File: src/rtl/nibble_add_sequencer.sv
`default_nettype none
// ============================================================================
// Module   : nibble_add_sequencer
// Purpose  : Performs a (4*NIBBLES)-bit add or subtract by time-sharing one
//            external 4-bit ripple-carry adder slice. It processes one
//            nibble per cycle, LSB first. The inter-nibble carry is held in a
//            register between cycles.
// Ports    :
//   clk        in   1   clock, rising-edge active
//   rst        in   1   asynchronous active-high reset
//   in_valid   in   1   request operands present
//   in_ready   out  1   request can be taken (IDLE only)
//   op_a       in   W   operand A
//   op_b       in   W   operand B
//   sub        in   1   0: A+B, 1: A-B (two's complement)
//   add_a      out  4   A nibble to the shared adder
//   add_b      out  4   B (or ~B) nibble to the shared adder
//   add_cin    out  1   carry into the shared adder
//   add_sum    in   4   shared adder sum (combinational)
//   add_cout   in   1   shared adder carry out (combinational)
//   out_valid  out  1   result available
//   out_ready  in   1   consumer takes the result
//   result     out  W   sum or difference
//   carry      out  1   final carry; for subtract 1 means no borrow
//   overflow   out  1   signed overflow
// Revision : 1.0  initial release
// ============================================================================
module nibble_add_sequencer #(
    parameter int NIBBLES = 4
) (
    input  logic                 clk,
    input  logic                 rst,
    input  logic                 in_valid,
    output logic                 in_ready,
    input  logic [4*NIBBLES-1:0] op_a,
    input  logic [4*NIBBLES-1:0] op_b,
    input  logic                 sub,
    output logic [3:0]           add_a,
    output logic [3:0]           add_b,
    output logic                 add_cin,
    input  logic [3:0]           add_sum,
    input  logic                 add_cout,
    output logic                 out_valid,
    input  logic                 out_ready,
    output logic [4*NIBBLES-1:0] result,
    output logic                 carry,
    output logic                 overflow
);

    localparam int C_W     = 4 * NIBBLES;
    localparam int C_IDX_W = (NIBBLES > 1) ? $clog2(NIBBLES) : 1;

    localparam logic [C_IDX_W-1:0] C_LAST_IDX = C_IDX_W'(NIBBLES - 1);
    localparam logic [C_IDX_W-1:0] C_IDX_ONE  = C_IDX_W'(1);

    localparam logic [1:0] C_ST_IDLE = 2'd0;
    localparam logic [1:0] C_ST_RUN  = 2'd1;
    localparam logic [1:0] C_ST_DONE = 2'd2;

    logic [1:0]         r_state;
    logic [C_W-1:0]     r_a;
    logic [C_W-1:0]     r_b;        // already inverted for subtract
    logic               r_c;        // carry into the current nibble
    logic [C_IDX_W-1:0] r_idx;
    logic [C_W-1:0]     r_result;
    logic               r_carry;
    logic               r_overflow;

    logic               w_run;
    logic               w_last;
    logic [C_IDX_W+1:0] w_base;     // bit offset of the current nibble
    logic [3:0]         w_a_nib;
    logic [3:0]         w_b_nib;

    assign w_run  = (r_state == C_ST_RUN);
    assign w_last = (r_idx == C_LAST_IDX);
    assign w_base = {r_idx, 2'b00};

    assign w_a_nib = r_a[w_base +: 4];
    assign w_b_nib = r_b[w_base +: 4];

    // The shared adder is only driven while an operation is in flight so
    // that any other user of the slice sees a quiet bus otherwise. Because
    // the gate comes from the asynchronously reset state register, a reset
    // silences the bus without waiting for a clock edge.
    assign add_a   = w_run ? w_a_nib : 4'h0;
    assign add_b   = w_run ? w_b_nib : 4'h0;
    assign add_cin = w_run ? r_c     : 1'b0;

    assign in_ready  = (r_state == C_ST_IDLE);
    assign out_valid = (r_state == C_ST_DONE);

    assign result   = r_result;
    assign carry    = r_carry;
    assign overflow = r_overflow;

    always_ff @(posedge clk or posedge rst) begin
        if (rst) begin
            r_state    <= C_ST_IDLE;
            r_a        <= '0;
            r_b        <= '0;
            r_c        <= 1'b0;
            r_idx      <= '0;
            r_result   <= '0;
            r_carry    <= 1'b0;
            r_overflow <= 1'b0;
        end else begin
            case (r_state)
                C_ST_IDLE: begin
                    if (in_valid) begin
                        // Subtract is A + ~B + 1: invert B once here and
                        // seed the carry chain with 1.
                        r_a      <= op_a;
                        r_b      <= sub ? ~op_b : op_b;
                        r_c      <= sub;
                        r_idx    <= '0;
                        r_result <= '0;
                        r_state  <= C_ST_RUN;
                    end
                end

                C_ST_RUN: begin
                    r_result[w_base +: 4] <= add_sum;
                    r_c                   <= add_cout;
                    if (w_last) begin
                        // Index is parked at 0 so the nibble mux never
                        // points past the operand for non-power-of-two
                        // NIBBLES.
                        r_idx      <= '0;
                        r_carry    <= add_cout;
                        // Signed overflow: both addends share a sign bit
                        // (B taken after optional inversion) and the sum's
                        // sign bit differs from it.
                        r_overflow <= (r_a[C_W-1] == r_b[C_W-1]) &&
                                      (add_sum[3] != r_a[C_W-1]);
                        r_state    <= C_ST_DONE;
                    end else begin
                        r_idx <= r_idx + C_IDX_ONE;
                    end
                end

                C_ST_DONE: begin
                    if (out_ready) begin
                        r_state <= C_ST_IDLE;
                    end
                end

                default: begin
                    r_state <= C_ST_IDLE;
                end
            endcase
        end
    end

endmodule
`default_nettype wire

File: config.mk
export PLATFORM = sky130hd
export DESIGN_NAME = nibble_add_sequencer
export DESIGN_NICKNAME = d
export VERILOG_FILES = /design/src/rtl/nibble_add_sequencer.sv
export SDC_FILE = /design/constraint.sdc
export NUM_CORES = 1
export LEC_CHECK = 0
export CAP_MARGIN = 10
export CORE_UTILIZATION = 49
export DETAILED_ROUTE_END_ITERATION = 8
export PLACE_DENSITY = 0.8
export REMOVE_ABC_BUFFERS = 1
export SYNTH_ARGS = -nofsm -noshare
export SYNTH_HDL_FRONTEND = slang
export SYNTH_SLANG_ARGS = --single-unit
File: constraint.sdc
create_clock -name clk -period 2.76 [get_ports clk]
set_clock_uncertainty 0.15 [all_clocks]
set_input_delay 0.552 -clock clk [delete_from_list [all_inputs] [get_ports clk]]
set_output_delay 0.552 -clock clk [all_outputs]
set_load 0.05 [all_outputs]
* After elaboration in Yosys (flattened, before gate mapping)
Index checks and enable logic that the tools add are counted.
** Operators by class
- Muxes and demuxes :: 16
- Equal/unequal tests :: 8
- Add/subtract/negate cells :: 2
- Reduce and logical (&&, ||, !) cells :: 7
- Shift-type cells :: 4
- Bitwise gates (word level) :: 1
** Operators with widths (count)
- two-way mux 16 bit :: 2
- one-hot mux 16 bit (2 select lines) :: 1
- indexed part select 16 x 5 -> 4 bit :: 2
- bitwise mux 16 bit :: 1
- inverter 16 bit :: 1
- variable shift 4 x 6 -> 16 bit (first input constant) :: 1
- indexed part select 4 x 6 -> 16 bit :: 1
- two-way mux 2 bit :: 5
- two-way mux 4 bit :: 2
- negator 4 -> 6 bit :: 1
- one-hot mux 2 bit (3 select lines) :: 1
- AND reduction 2 bit :: 3
- equality test 2 bit (second input constant) :: 2
- != test 2 x 1 -> 1 bit (second input constant) :: 2
- one-hot mux 2 bit (2 select lines) :: 1
- AND reduction 3 bit :: 1
- adder 2 x 1 -> 2 bit (second input constant) :: 1
- equality test 2 x 1 -> 1 bit (second input constant) :: 1
- logical NOT 2 bit :: 1
- two-way mux 1 bit :: 2
- != test 2 bit (second input constant) :: 1
- one-hot mux 1 bit (2 select lines) :: 1
- nonzero test 2 bit :: 1
- equality test 1 bit :: 1
- 2 further kinds :: 2
** Word-level totals
- Input bits :: 42
- Output and inout port bits :: 29
- Flip-flop bits (word level) :: 55
- Word-level logic and storage cells :: 46

* Logic depth before layout (Yosys ltp)
- Depth in word-level cells :: 4
- Mapped depth :: 6
- Depth with buffers taken out :: 5

* Worst setup path after synthesis
OpenSTA, ideal clock, no wires.
- Kind :: register to output
- From :: reg r_idx[1]
- To :: out add_b[3]
- Setup slack :: 514 ps
- Path buffers :: 1
- Cell stages (with the launch flop) :: 4
- Required time :: 2058 ps
- Data arrival time :: 1544 ps
- Cells stage by stage :: dfrtp_1 -> clkbuf_1 -> mux4_2 -> and2_1
** On the way
- Longest elaborated chain between the ends :: 2
** Ends and longest elaborated chain
- start, declared :: line 64 : logic [C_IDX_W-1:0] r_idx;
- start signal, assigned :: line 138 : r_idx <= r_idx + C_IDX_ONE;
- indexed part select 16 x 5 -> 4 bit :: line 80 : assign w_b_nib = r_b[w_base +: 4];
- two-way mux 4 bit :: line 87 : assign add_b = w_run ? w_b_nib : 4'h0;
- end, declared :: line 39 : output logic [3:0] add_b,
Every way passes these cells.

* Final worst setup path
- From :: reg r_state[1]
- To :: out out_valid
** On the way
- Longest elaborated chain between the ends :: 1
** Ends and longest elaborated chain
- start, declared :: line 60 : logic [1:0] r_state;
- start signal, assigned :: line 99 : r_state <= C_ST_IDLE;
- start signal, assigned :: line 118 : r_state <= C_ST_RUN;
- start signal, assigned :: line 136 : r_state <= C_ST_DONE;
- equality test 2 bit :: line 91 : assign out_valid = (r_state == C_ST_DONE);
- end, declared :: line 43 : output logic out_valid,
Every way passes these cells.

==> out/qor.txt <==
status - complete, no violations
cts repair resizes - 1
core area - 5205 um2
Internal Dissipation - 2.598 mW
FILL cells - 410
Combinational Power Share - 54.2%
worst path required time - 2.06 ns
compound-gate portion of the synthesized area - 10.59%
slowest cell on the critical path - clkdlybuf4s50_1
Max Slew Vio Count - 0
Metal-1 WL - 2.525 mm
first-pass GRT wire length - 9.356 mm
RSZ-0062 raised after global routing - no
post-route antenna net violation count - 0
Leak - 1.604 nW
# hold bufs at CTS - 0
Post-CTS Setup Bufs - 0
top_reg_cell synth - dfrtp_1
Synth async-reset ratio - 100.0%
worst-margin pin slew - 0.5657 ns
Worst Setup Start Kind - flop
clk root buf - clkbuf_8
Hold/Removal Path Class - reg -> reg
DIE AREA - 5822 um2
drt initial violations - 73
Reg clk slew, reported paths - 0.09 ns
Max Cap Viol - 0
number of antenna violations at the first check in global routing - 0
setup tns final - 0 ns
post-synthesis cell count - 212
gpl congestion - 0.7260
die width - 76.30 um
final hold violations - 0
crit-path cells - nor2b_1 -> clkdlybuf4s50_1
CTS Buf Count - 5
post-layout min period - 2.584 ns
DR WL met3 - 254 um
peak supply drop - 0.6332 mV
distinct cell type count of the synthesized netlist - 29
grt ovf - 0
fin crit share - 93.64%
met2 WL - 2.702 mm
Final Net Count - 331
top-level I/O count - 71
Yosys warnings - 0
via count - 1825
highest clock rate - 0.3869 GHz
pwr dens - 1229 nW/um2
synthesized area - 2705 um2
mean area per synthesized cell - 12.76 um2
standard-cell rows - 26
worst skew pair latency - 0.30 ns
vias in the first global route - 1899
WL per Instance - 15.62 um
share of layout cells above drive strength 1 - 19.72%
Vias/cell - 5.155
sequential fraction of the synthesis area - 50.88%
Core Util, Final - 69.23%
post-synthesis share of cell area spent on xor and xnor gates - 5.180%
largest family of logic cells by synthesized area - multiplexers
Layout area overhead - 33.21%
Starting Density - 51.97%
EDFF count, synth - 0
clock power share - 13.7%
worst-path fanout max - 10
clk buf depth - 2
Post-Synth Adder-Cell Area - 2.775%
Port Buffers - 70
highest routed layer - met4
Psw - 1.831 mW
Crit Path Class - reg -> out
Crit. End Element - primary output
cell taking the most area after synthesis - dfrtp_1
max_slew headroom - 62.19%
Ant. Diodes - 0
mux cell area share after synthesis - 16.37%
Net Sw Frac - 41.34%
Die Y-Extent - 76.30 um
Tot GR Track Use - 20.64%
Synth Area in Simple Gates - 10.13%
H-tree depth - 2
count of clock tree sinks - 55
Synth area leaders - dfrtp_1 (51%), mux2_4 (8.9%), mux4_2 (6.7%), a22o_1 (5.2%), xnor2_1 (5.2%)
largest net degree at the start of global routing - 40
DRC violations left - 0
arrival time worst endpoint - 1.88 ns
Post-DP HPWL - 3.975 mm
sequential power share - 32.2%
Yosys reg bits - 55
First-pass DRT Iterations - 4
Post-Route WL - 5.528 mm
area fraction of the dominant cell type after synthesis - 50.88%
# setup viols final - 0
max incr delay on CP - 0.83 ns
CTS tree - built
## critical path, delay by kind of cell, from the launching register on
kind	cells	cell delay [ns]
simple gates	1	0.23
flops	1	0.53
buf+inv	1	0.83
## metal layers
metal,up-vias,track usage [%]
li1,884,-
met1,881,28.80
met2,56,32.97
met5,-,0
met3,4,4.551
met4,0,5.000
## path summary, 6_finish.rpt
path	from	endpoint	slack, ns	cells past startpoint
hold reg to reg	r_b[9]	r_b[9]	0.33	2
max in group asynchronous	rst	r_idx[0]	1.45	3
min in group asynchronous	rst	r_a[10]	0.46	2
hold / removal	r_b[9]	r_b[9]	0.33	2
setup / recovery	r_state[1]	out_valid	0.18	2
setup reg to reg	r_idx[0]	result[2]	0.51	4
## cell families after synthesis
kind of cell | Yosys count
fa+ha+maj | 6
buf+inv | 17
compound gates | 41
flops | 55
mux | 26
xor+xnor | 16
simple gates | 51
## through the flow
| step | setup slack [ns] | std cells | instance area [um2] | hold slack [ns] | power, mW |
|---|---|---|---|---|---|
| after floorplan | 0.3787 | 198 | 2606 | 0.2946 | 3.052 |
| after global placement | 0.3020 | 346 | 3470 | 0.3059 | 3.775 |
| after detailed placement | 0.2896 | 346 | 3470 | 0.3156 | 3.842 |
| after CTS | 0.1698 | 354 | 3603 | 0.3385 | 4.465 |
| after global routing | 0.05737 | 354 | 3603 | 0.3704 | 4.680 |
| final | 0.1756 | 354 | 3603 | 0.3292 | 4.430 |
## placed cells by master, fill, tap and decap left out, drive strengths merged, types with 2 or more instances in the layout
cell type,netlist,final
a22o,16,16
and2,9,9
a21o,4,4
o31ai,2,2
clkdlybuf4s50,0,61
nand2b,5,5
mux2,18,18
nor2,2,2
mux4,8,8
buf,9,17
clkbuf,5,6
nor4,2,2
bufinv,0,2
inv,3,3
nand2,25,25
ha,6,6
dfrtp,55,55
xnor2,16,16
o21ai,17,17
nor2b,2,2
## power groups by stage
stage          Combinational, mW  Clock [mW]  Sequential [mW]
6_report                    2.40       0.605             1.42
3_5_place_dp                2.40           0             1.44
3_3_place_gp                2.35           0             1.42
4_1_cts                     2.41       0.622             1.43
5_1_grt                     2.55       0.648             1.48
2_1_floorplan               1.41           0             1.64
## registers in the layout, summed over array words and instances, names as in the netlist
register  cells
r_a          16
r_b          16
result       16
r_idx         2
r_state       2
carry         1
overflow      1
r_c           1
## final cells by class
| type | count | area [um2] | area share [%] |
|---|---|---|---|
| clock buffer | 6 | 72.57 | 2.014 |
| clock inverter | 2 | 60.06 | 1.667 |
| inverter | 3 | 11.26 | 0.3125 |
| multi-input combinational | 140 | 1219 | 33.82 |
| sequential | 55 | 1378 | 38.23 |
| tap | 70 | 87.58 | 2.431 |
| timing repair buffer | 78 | 775.7 | 21.53 |
## Yosys cell counts, types with 3 or more instances
master,number
nand2b_1,5
buf_2,4
mux2_4,16
clkbuf_1,5
inv_1,3
a21o_1,4
nand2_1,25
and2_1,9
mux4_2,8
xnor2_1,16
dfrtp_1,55
buf_6,4
o21ai_0,17
a22o_1,16
ha_1,6
No activity file was read; power rests on OpenSTA's default activity.
